## config.mk

```make
export PLATFORM = sky130hd
export DESIGN_NAME = initialization_command_sequencer
export DESIGN_NICKNAME = d
export VERILOG_FILES = /design/src/rtl/control_logic_pkg.sv /design/src/rtl/command_word_decoder.sv /design/src/rtl/initialization_command_sequencer.sv
export SDC_FILE = /design/constraint.sdc
export NUM_CORES = 1
export LEC_CHECK = 0
export CAP_MARGIN = 20
export CORE_AREA = 2 2 39 41
export CTS_CLUSTER_DIAMETER = 60
export CTS_CLUSTER_SIZE = 14
export DETAILED_ROUTE_END_ITERATION = 7
export DIE_AREA = 0 0 41 43
export DONT_BUFFER_PORTS = 1
export PLACE_DENSITY = 0.54
export SETUP_SLACK_MARGIN = 0.2
export SYNTH_ARGS = -nofsm -noshare
export SYNTH_HDL_FRONTEND = slang
export SYNTH_SLANG_ARGS = --single-unit
```

## constraint.sdc

```tcl
create_clock -name clock -period 1 [get_ports clock]
set_input_delay 0.25 -clock clock [delete_from_list [all_inputs] [get_ports clock]]
set_output_delay 0.25 -clock clock [all_outputs]
set_load 0.02 [all_outputs]
```

## src/rtl/control_logic_pkg.sv

```systemverilog
// Shared types and constants for the 8259A control logic: sequencer states,
// CPU write command classes and the bit positions that classify a write.
package control_logic_pkg;

  typedef enum logic [2:0] {
    UNINIT    = 3'd0,
    WAIT_ICW2 = 3'd1,
    WAIT_ICW3 = 3'd2,
    WAIT_ICW4 = 3'd3,
    READY     = 3'd4
  } seq_state_t;

  typedef enum logic [2:0] {
    NONE = 3'd0,
    ICW1 = 3'd1,
    OCW2 = 3'd2,
    OCW3 = 3'd3,
    DATA = 3'd4
  } cmd_class_t;

  localparam int ICW1_FLAG_BIT = 4;
  localparam int OCW3_FLAG_BIT = 3;
  localparam int SNGL_BIT      = 1;
  localparam int IC4_BIT       = 0;

  // Strobe vector layout used inside the sequencer
  localparam int STROBE_W = 7;
  localparam int STB_ICW1 = 0;
  localparam int STB_ICW2 = 1;
  localparam int STB_ICW3 = 2;
  localparam int STB_ICW4 = 3;
  localparam int STB_OCW1 = 4;
  localparam int STB_OCW2 = 5;
  localparam int STB_OCW3 = 6;

  function automatic logic is_busy(input seq_state_t st);
    logic busy;
    case (st)
      WAIT_ICW2, WAIT_ICW3, WAIT_ICW4: busy = 1'b1;
      default:                         busy = 1'b0;
    endcase
    return busy;
  endfunction

endpackage

```

## src/rtl/command_word_decoder.sv

```systemverilog
// Combinational classification of a CPU write into ICW1 / OCW2 / OCW3 / data
// word, or NONE when no write is presented this cycle.
module command_word_decoder
  import control_logic_pkg::*;
(
  input  logic       write_strobe,
  input  logic       address_0,
  input  logic [7:0] internal_data_bus,
  output cmd_class_t command_class
);

  // Classify the write; A0=1 always carries a data word whose meaning the FSM decides
  always_comb begin
    command_class = NONE;
    if (write_strobe) begin
      if (address_0) begin
        command_class = DATA;
      end else if (internal_data_bus[ICW1_FLAG_BIT]) begin
        command_class = ICW1;
      end else if (internal_data_bus[OCW3_FLAG_BIT]) begin
        command_class = OCW3;
      end else begin
        command_class = OCW2;
      end
    end else begin
      command_class = NONE;
    end
  end

endmodule

```

## src/rtl/initialization_command_sequencer.sv

```systemverilog
// 8259A initialization sequencer: walks ICW1->ICW2->[ICW3]->[ICW4]->ready and
// issues one registered write strobe per accepted ICW/OCW write.
module initialization_command_sequencer
  import control_logic_pkg::*;
(
  input  logic       clock,
  input  logic       reset,
  input  logic       write_strobe,
  input  logic       address_0,
  input  logic [7:0] internal_data_bus,
  output logic       write_initial_command_word_1,
  output logic       write_initial_command_word_2,
  output logic       write_initial_command_word_3,
  output logic       write_initial_command_word_4,
  output logic       write_operation_control_word_1,
  output logic       write_operation_control_word_2,
  output logic       write_operation_control_word_3,
  output logic       single_or_cascade_config,
  output logic       set_icw4_config,
  output logic       initialization_busy
);

  cmd_class_t          cmd_class_s;
  seq_state_t          state_r;
  seq_state_t          next_state_s;
  logic [STROBE_W-1:0] strobe_r;
  logic [STROBE_W-1:0] strobe_next_s;
  logic                sngl_r;
  logic                sngl_next_s;
  logic                ic4_r;
  logic                ic4_next_s;
  logic                busy_r;

  command_word_decoder u_decoder (
    .write_strobe      (write_strobe),
    .address_0         (address_0),
    .internal_data_bus (internal_data_bus),
    .command_class     (cmd_class_s)
  );

  // Next-state, next-strobe and configuration-latch logic
  always_comb begin
    next_state_s  = state_r;
    strobe_next_s = {STROBE_W{1'b0}};
    sngl_next_s   = sngl_r;
    ic4_next_s    = ic4_r;
    case (cmd_class_s)
      ICW1: begin
        // ICW1 restarts the sequence from any state, using the freshly written config
        strobe_next_s[STB_ICW1] = 1'b1;
        sngl_next_s             = internal_data_bus[SNGL_BIT];
        ic4_next_s              = internal_data_bus[IC4_BIT];
        next_state_s            = WAIT_ICW2;
      end
      DATA: begin
        case (state_r)
          WAIT_ICW2: begin
            strobe_next_s[STB_ICW2] = 1'b1;
            if (!sngl_r) begin
              next_state_s = WAIT_ICW3;
            end else if (ic4_r) begin
              next_state_s = WAIT_ICW4;
            end else begin
              next_state_s = READY;
            end
          end
          WAIT_ICW3: begin
            strobe_next_s[STB_ICW3] = 1'b1;
            if (ic4_r) begin
              next_state_s = WAIT_ICW4;
            end else begin
              next_state_s = READY;
            end
          end
          WAIT_ICW4: begin
            strobe_next_s[STB_ICW4] = 1'b1;
            next_state_s            = READY;
          end
          READY: begin
            strobe_next_s[STB_OCW1] = 1'b1;
          end
          default: begin
            next_state_s = state_r;
          end
        endcase
      end
      OCW2: begin
        if (state_r == READY) begin
          strobe_next_s[STB_OCW2] = 1'b1;
        end else begin
          strobe_next_s = {STROBE_W{1'b0}};
        end
      end
      OCW3: begin
        if (state_r == READY) begin
          strobe_next_s[STB_OCW3] = 1'b1;
        end else begin
          strobe_next_s = {STROBE_W{1'b0}};
        end
      end
      default: begin
        next_state_s = state_r;
      end
    endcase
  end

  // State, strobe and configuration registers
  always_ff @(posedge clock or posedge reset) begin
    if (reset) begin
      state_r  <= UNINIT;
      strobe_r <= {STROBE_W{1'b0}};
      sngl_r   <= 1'b0;
      ic4_r    <= 1'b0;
      busy_r   <= 1'b0;
    end else begin
      state_r  <= next_state_s;
      strobe_r <= strobe_next_s;
      sngl_r   <= sngl_next_s;
      ic4_r    <= ic4_next_s;
      busy_r   <= is_busy(next_state_s);
    end
  end

  assign write_initial_command_word_1   = strobe_r[STB_ICW1];
  assign write_initial_command_word_2   = strobe_r[STB_ICW2];
  assign write_initial_command_word_3   = strobe_r[STB_ICW3];
  assign write_initial_command_word_4   = strobe_r[STB_ICW4];
  assign write_operation_control_word_1 = strobe_r[STB_OCW1];
  assign write_operation_control_word_2 = strobe_r[STB_OCW2];
  assign write_operation_control_word_3 = strobe_r[STB_OCW3];
  assign single_or_cascade_config       = sngl_r;
  assign set_icw4_config                = ic4_r;
  assign initialization_busy            = busy_r;

endmodule

```

Word-level counts from Yosys, hierarchy flattened
Cells that the tools add are included.

Reduce and logical (&&, ||, !) cells: 1. Muxes and demuxes: 16. Equal/unequal tests: 11.

Operators by type and width (number): $eq 3x2->1 const B (6); $mux 3 (5); $eq 3x1->1 const B (3); $pmux 3 s3 (1); $mux 1 (7); $eq 3x3->1 const B (2); $pmux 3 s2 (1); $mux 4 (1); $pmux 2 s2 (1); $reduce_or 3->1 (1).

Input port bits: 12. Word-level logic and storage cells: 33. Output and inout bits: 10. Bits in registers: 13.

Logic depth before layout (Yosys ltp)
Word-level depth: 9. Depth in mapped cells: 3. Mapped depth without buffers: 3.

By module
From an unflattened synthesis, not the netlist that was laid out.

Cell total of the unflattened synthesis: 53. Area, all modules: 580.6 um^2.

Modules (own cells, without submodules): initialization_command_sequencer (area an instance 545.5 um^2, sequential area each 325.3 um^2, instances 1, cells each 48); command_word_decoder (area an instance 35.0 um^2, sequential area each 0.0 um^2, instances 1, cells each 5).

Worst setup path before layout
OpenSTA, ideal clock, no wires.

Path type: register to register. Start point: reg ic4_r (netlist: set_icw4_config). End point: reg busy_r (netlist: initialization_busy). Period minus slack after synthesis: 1.158 ns. Data arrival time: 1.028 ns. Library setup time: 0.130 ns. Cell stages (with the launch flop): 4. Path buffers: 0. Required time: 0.870 ns. Slack: -0.158 ns. Path through: dfrtp_1 > nand2b_1 > a311oi_2 > nor2_1.

Cells in the longest elaborated chain, start to end: 7. Elaborated cells on any way between the ends: 9. Those cells by class: eq/ne: 3; mux: 5; reduce/logical: 1.

Ends and longest elaborated chain: from (decl) (RTL line initialization_command_sequencer.sv:30) `logic ic4_r;`; from (signal assigned) (RTL line initialization_command_sequencer.sv:119) `ic4_r <= ic4_next_s;`; $mux 3 (*) (RTL line initialization_command_sequencer.sv:61, initialization_command_sequencer.sv:69); $mux 3 (RTL line initialization_command_sequencer.sv:59) `if (!sngl_r) begin`; $pmux 3 s3 (*) (RTL line initialization_command_sequencer.sv:56) `case (state_r)`; $pmux 3 s2 (*) (RTL line initialization_command_sequencer.sv:47) `case (cmd_class_s)`; $eq 3x1->1 / $eq 3x2->1 (equally long branches) (RTL line control_logic_pkg.sv:38) `case (st)`; $reduce_or 3->1 (*) (RTL line control_logic_pkg.sv:38); $mux 1 (*) (RTL line control_logic_pkg.sv:38); to (signal assigned) (RTL line initialization_command_sequencer.sv:120) `busy_r <= is_busy(next_state_s);`; to (decl) (RTL line initialization_command_sequencer.sv:32) `logic busy_r;`.

Mark *: on every way between the ends. The rest lies on a longest branch, timed or not. A chain may end at the register's enable or synchronous reset.

Worst setup path in the final report
Start point: reg sngl_r (netlist: single_or_cascade_config). End point: out single_or_cascade_config.

RTL lines: from (decl) (RTL line initialization_command_sequencer.sv:28) `logic sngl_r;`; from (signal assigned) (RTL line initialization_command_sequencer.sv:118) `sngl_r <= sngl_next_s;`; to (decl) (RTL line initialization_command_sequencer.sv:18) `output logic single_or_cascade_config,`.

No word-level cell between the ends.

==> run summary <==
die area - 0.00176 mm^2
Initial Utilization - 39.1%
Ports - 22
dpl cell area - 601 um^2
r2r setup slk - -0.09 ns
final hold vios - 13
Synth Warn # - 0
CTS tree - done
Post-Route WL - 1030 um
Worst Path Class, Setup - reg -> out
Antenna Cells - 0
Chip Width - 41 um
DP Wirelength - 697 um
worst slew pin tran - 0.469 ns
Clock Sinks - 13
Worst-Skew Late Latency - 0.28 ns
Clock Tree Root - clkbuf_4
Bufs on Longest Clock Path - 2
CTS buffer count - 3
crit path cell chain - buf_6
share of layout cells above drive strength 1 - 51.9%
fin util - 49.0%
DR vias - 384
sequential element share of the synthesized area - 60.2%
first-pass GRT wire length - 1770 um
first-pass detailed-route iteration total - 3
Port Buffers - 0
Pwr per Cell Area - 2510 mW/mm^2
GR Overflow Total - 0
Peak VDD IR - 0.842 mV
fillcell total - 131
CP arrival - 0.85 ns
CP Launch Type - flop
total negative setup slack - -0.470 ns
via count of the first global-routing pass - 398
# setup viols final - 6
Seq cells post-synth - 13
status - finished with violations
Worst slew margin - 68.7%
Max Cap Viol - 0
Area Overhead vs Synth - 25.5%
Max Fclk - 0.913 GHz
final worst slack - -0.0953 ns
fin crit period - 1.10 ns
number of distinct library cells after synthesis - 20
start of the worst register-to-register path - set_icw4_config$_DFFE_PP0N_
RSZ-0062 raised after global routing - yes
core area - 0.00138 mm^2
DR vias/cell - 5.49
critical path buffer and inverter count - 1
Final Wtd Congestion - 0.788
Routed WL per cell - 14.7 um
Crit path required time - 0.75 ns
footprint of the multi-input gates - 225 um^2
crit path max-delay cell type - dfrtp_2
Hold Worst Slack - -0.137 ns
H-tree lvl count - 1
clk slew on worst S/H paths - 0.08 ns
# DRC - 0
Fin Clk Skew - 0.00192 ns
most frequent cells in the layout - dfrtp_2, dfrtp_1, inv_1, nor2_1
global-route usage over all layers - 15.7%
Pleak - 0.329 nW
Post-Synthesis Cells - 44
syn nets - 56
max-slew violation count - 0
Period Utilization, post-route - 110%
R2R Path End - state_r[1]$_DFF_PP0_
Syn Area/Cell - 12.3 um^2
Worst path max stage delay - 0.43 ns
Mapped Area - 541 um^2
commonest non-fill, non-tap cell in the layout - dfrtp_2
CP Max Fanout - 3
initial antenna violation count - 0
largest net degree at the start of global routing - 14
Worst Hold Class - in -> async
violated checks - hold timing, setup timing
Die Y - 43 um
Worst Setup End Kind - primary output
Rows - 14
Register Area - 335 um^2
critical path's top delay family - flip-flops
design area - 678 um^2
post-route ant nets - 0
final net count - 67
Reg2Reg Depth - 3
Placement Setup Slack - -0.102 ns
Iter 0 DRT Violations - 1
==> per-layer routing <==
layer  wire, um  up-vias  global-route usage (%)
met4         45        0                    14.0
met2        500       15                    21.3
met3         67        4                    3.66
li1           -      171                       -
met5          0        -                       0
met1        413      194                    19.4
==> synth_stat cells <==
cell type | instances | area share [%]
dfrtp_1 | 13 | 60
and3b_4 | 1 | 2.3
nand3b_4 | 1 | 3.7
a21o_1 | 2 | 2.8
nand2_1 | 4 | 2.8
a311oi_2 | 1 | 2.8
nand4_1 | 1 | 1.2
nand4b_1 | 1 | 1.6
mux2_1 | 1 | 2.1
nand2b_1 | 1 | 1.2
and3_4 | 1 | 2.1
o211ai_1 | 1 | 1.4
nand3b_1 | 1 | 1.4
and3_2 | 1 | 1.4
a21oi_1 | 1 | 0.93
and4_2 | 1 | 1.9
o21a_1 | 1 | 1.4
nor2_1 | 6 | 4.2
inv_1 | 4 | 2.8
mux2_2 | 1 | 2.1
==> layout make-up <==
type / instances / share of cell area [%]
inverters: 4 / 2.21
well taps: 16 / 2.95
clock buffers: 4 / 3.87
multi-input cells: 27 / 33.2
flip-flops and latches: 13 / 49.4
repair buffers: 6 / 8.30
==> registers in the layout (all words and copies together), names as in the netlist <==
signal	cells
set_icw4_config	1
state_r	3
strobe_r	7
initialization_busy	1
single_or_cascade_config	1
==> worst max path at each step <==
stage                                               startpoint                  endpoint  slack (ns)  cells after the start
after CTS                 single_or_cascade_config$_DFFE_PP0N_  single_or_cascade_config        -0.1                      1
final                     single_or_cascade_config$_DFFE_PP0N_  single_or_cascade_config        -0.1                      1
after floorplan                    set_icw4_config$_DFFE_PP0N_      state_r[1]$_DFF_PP0_       -0.11                      3
after global routing               set_icw4_config$_DFFE_PP0N_      state_r[1]$_DFF_PP0_       -0.15                      3
after detailed placement                  state_r[0]$_DFF_PP0_      state_r[1]$_DFF_PP0_       -0.10                      3
after global placement             set_icw4_config$_DFFE_PP0N_      state_r[1]$_DFF_PP0_       -0.08                      3
==> through the flow <==
| step | power, W | std cells |
|---|---|---|
| finish | 0.00170 | 70 |
| global route | 0.00181 | 70 |
| CTS | 0.00167 | 69 |
| detailed placement | 0.00124 | 65 |
| global placement | 0.00121 | 65 |
| floorplan | 0.00106 | 44 |
==> timing repair <==
item                                    in CTS  in global routing
pin swaps                                    5                  1
hold endpoints to repair                    13                 13
gates resized for setup                     13                  4
buffers inserted                             0                  1
endpoints found under the setup margin      22                 22
==> report_power, final <==
part,internal (W),switching (W),leakage [nW]
Sequential,0.000651,0.000173,0.157
Combinational,0.000307,0.000239,0.157
Clock,0.000155,0.000176,0.0150
==> logic make-up (layout without fill, tap and decap cells) <==
kind of cell,count (synthesis),in the layout,share of synthesized area [%]
buffers and inverters,4,14,2.78
AOI/OAI and AO/OA,6,6,9.26
DFF,13,13,60.2
and+or+nand+nor,19,19,23.6
muxes,2,2,4.17
No activity file was read; power rests on OpenSTA's default activity.
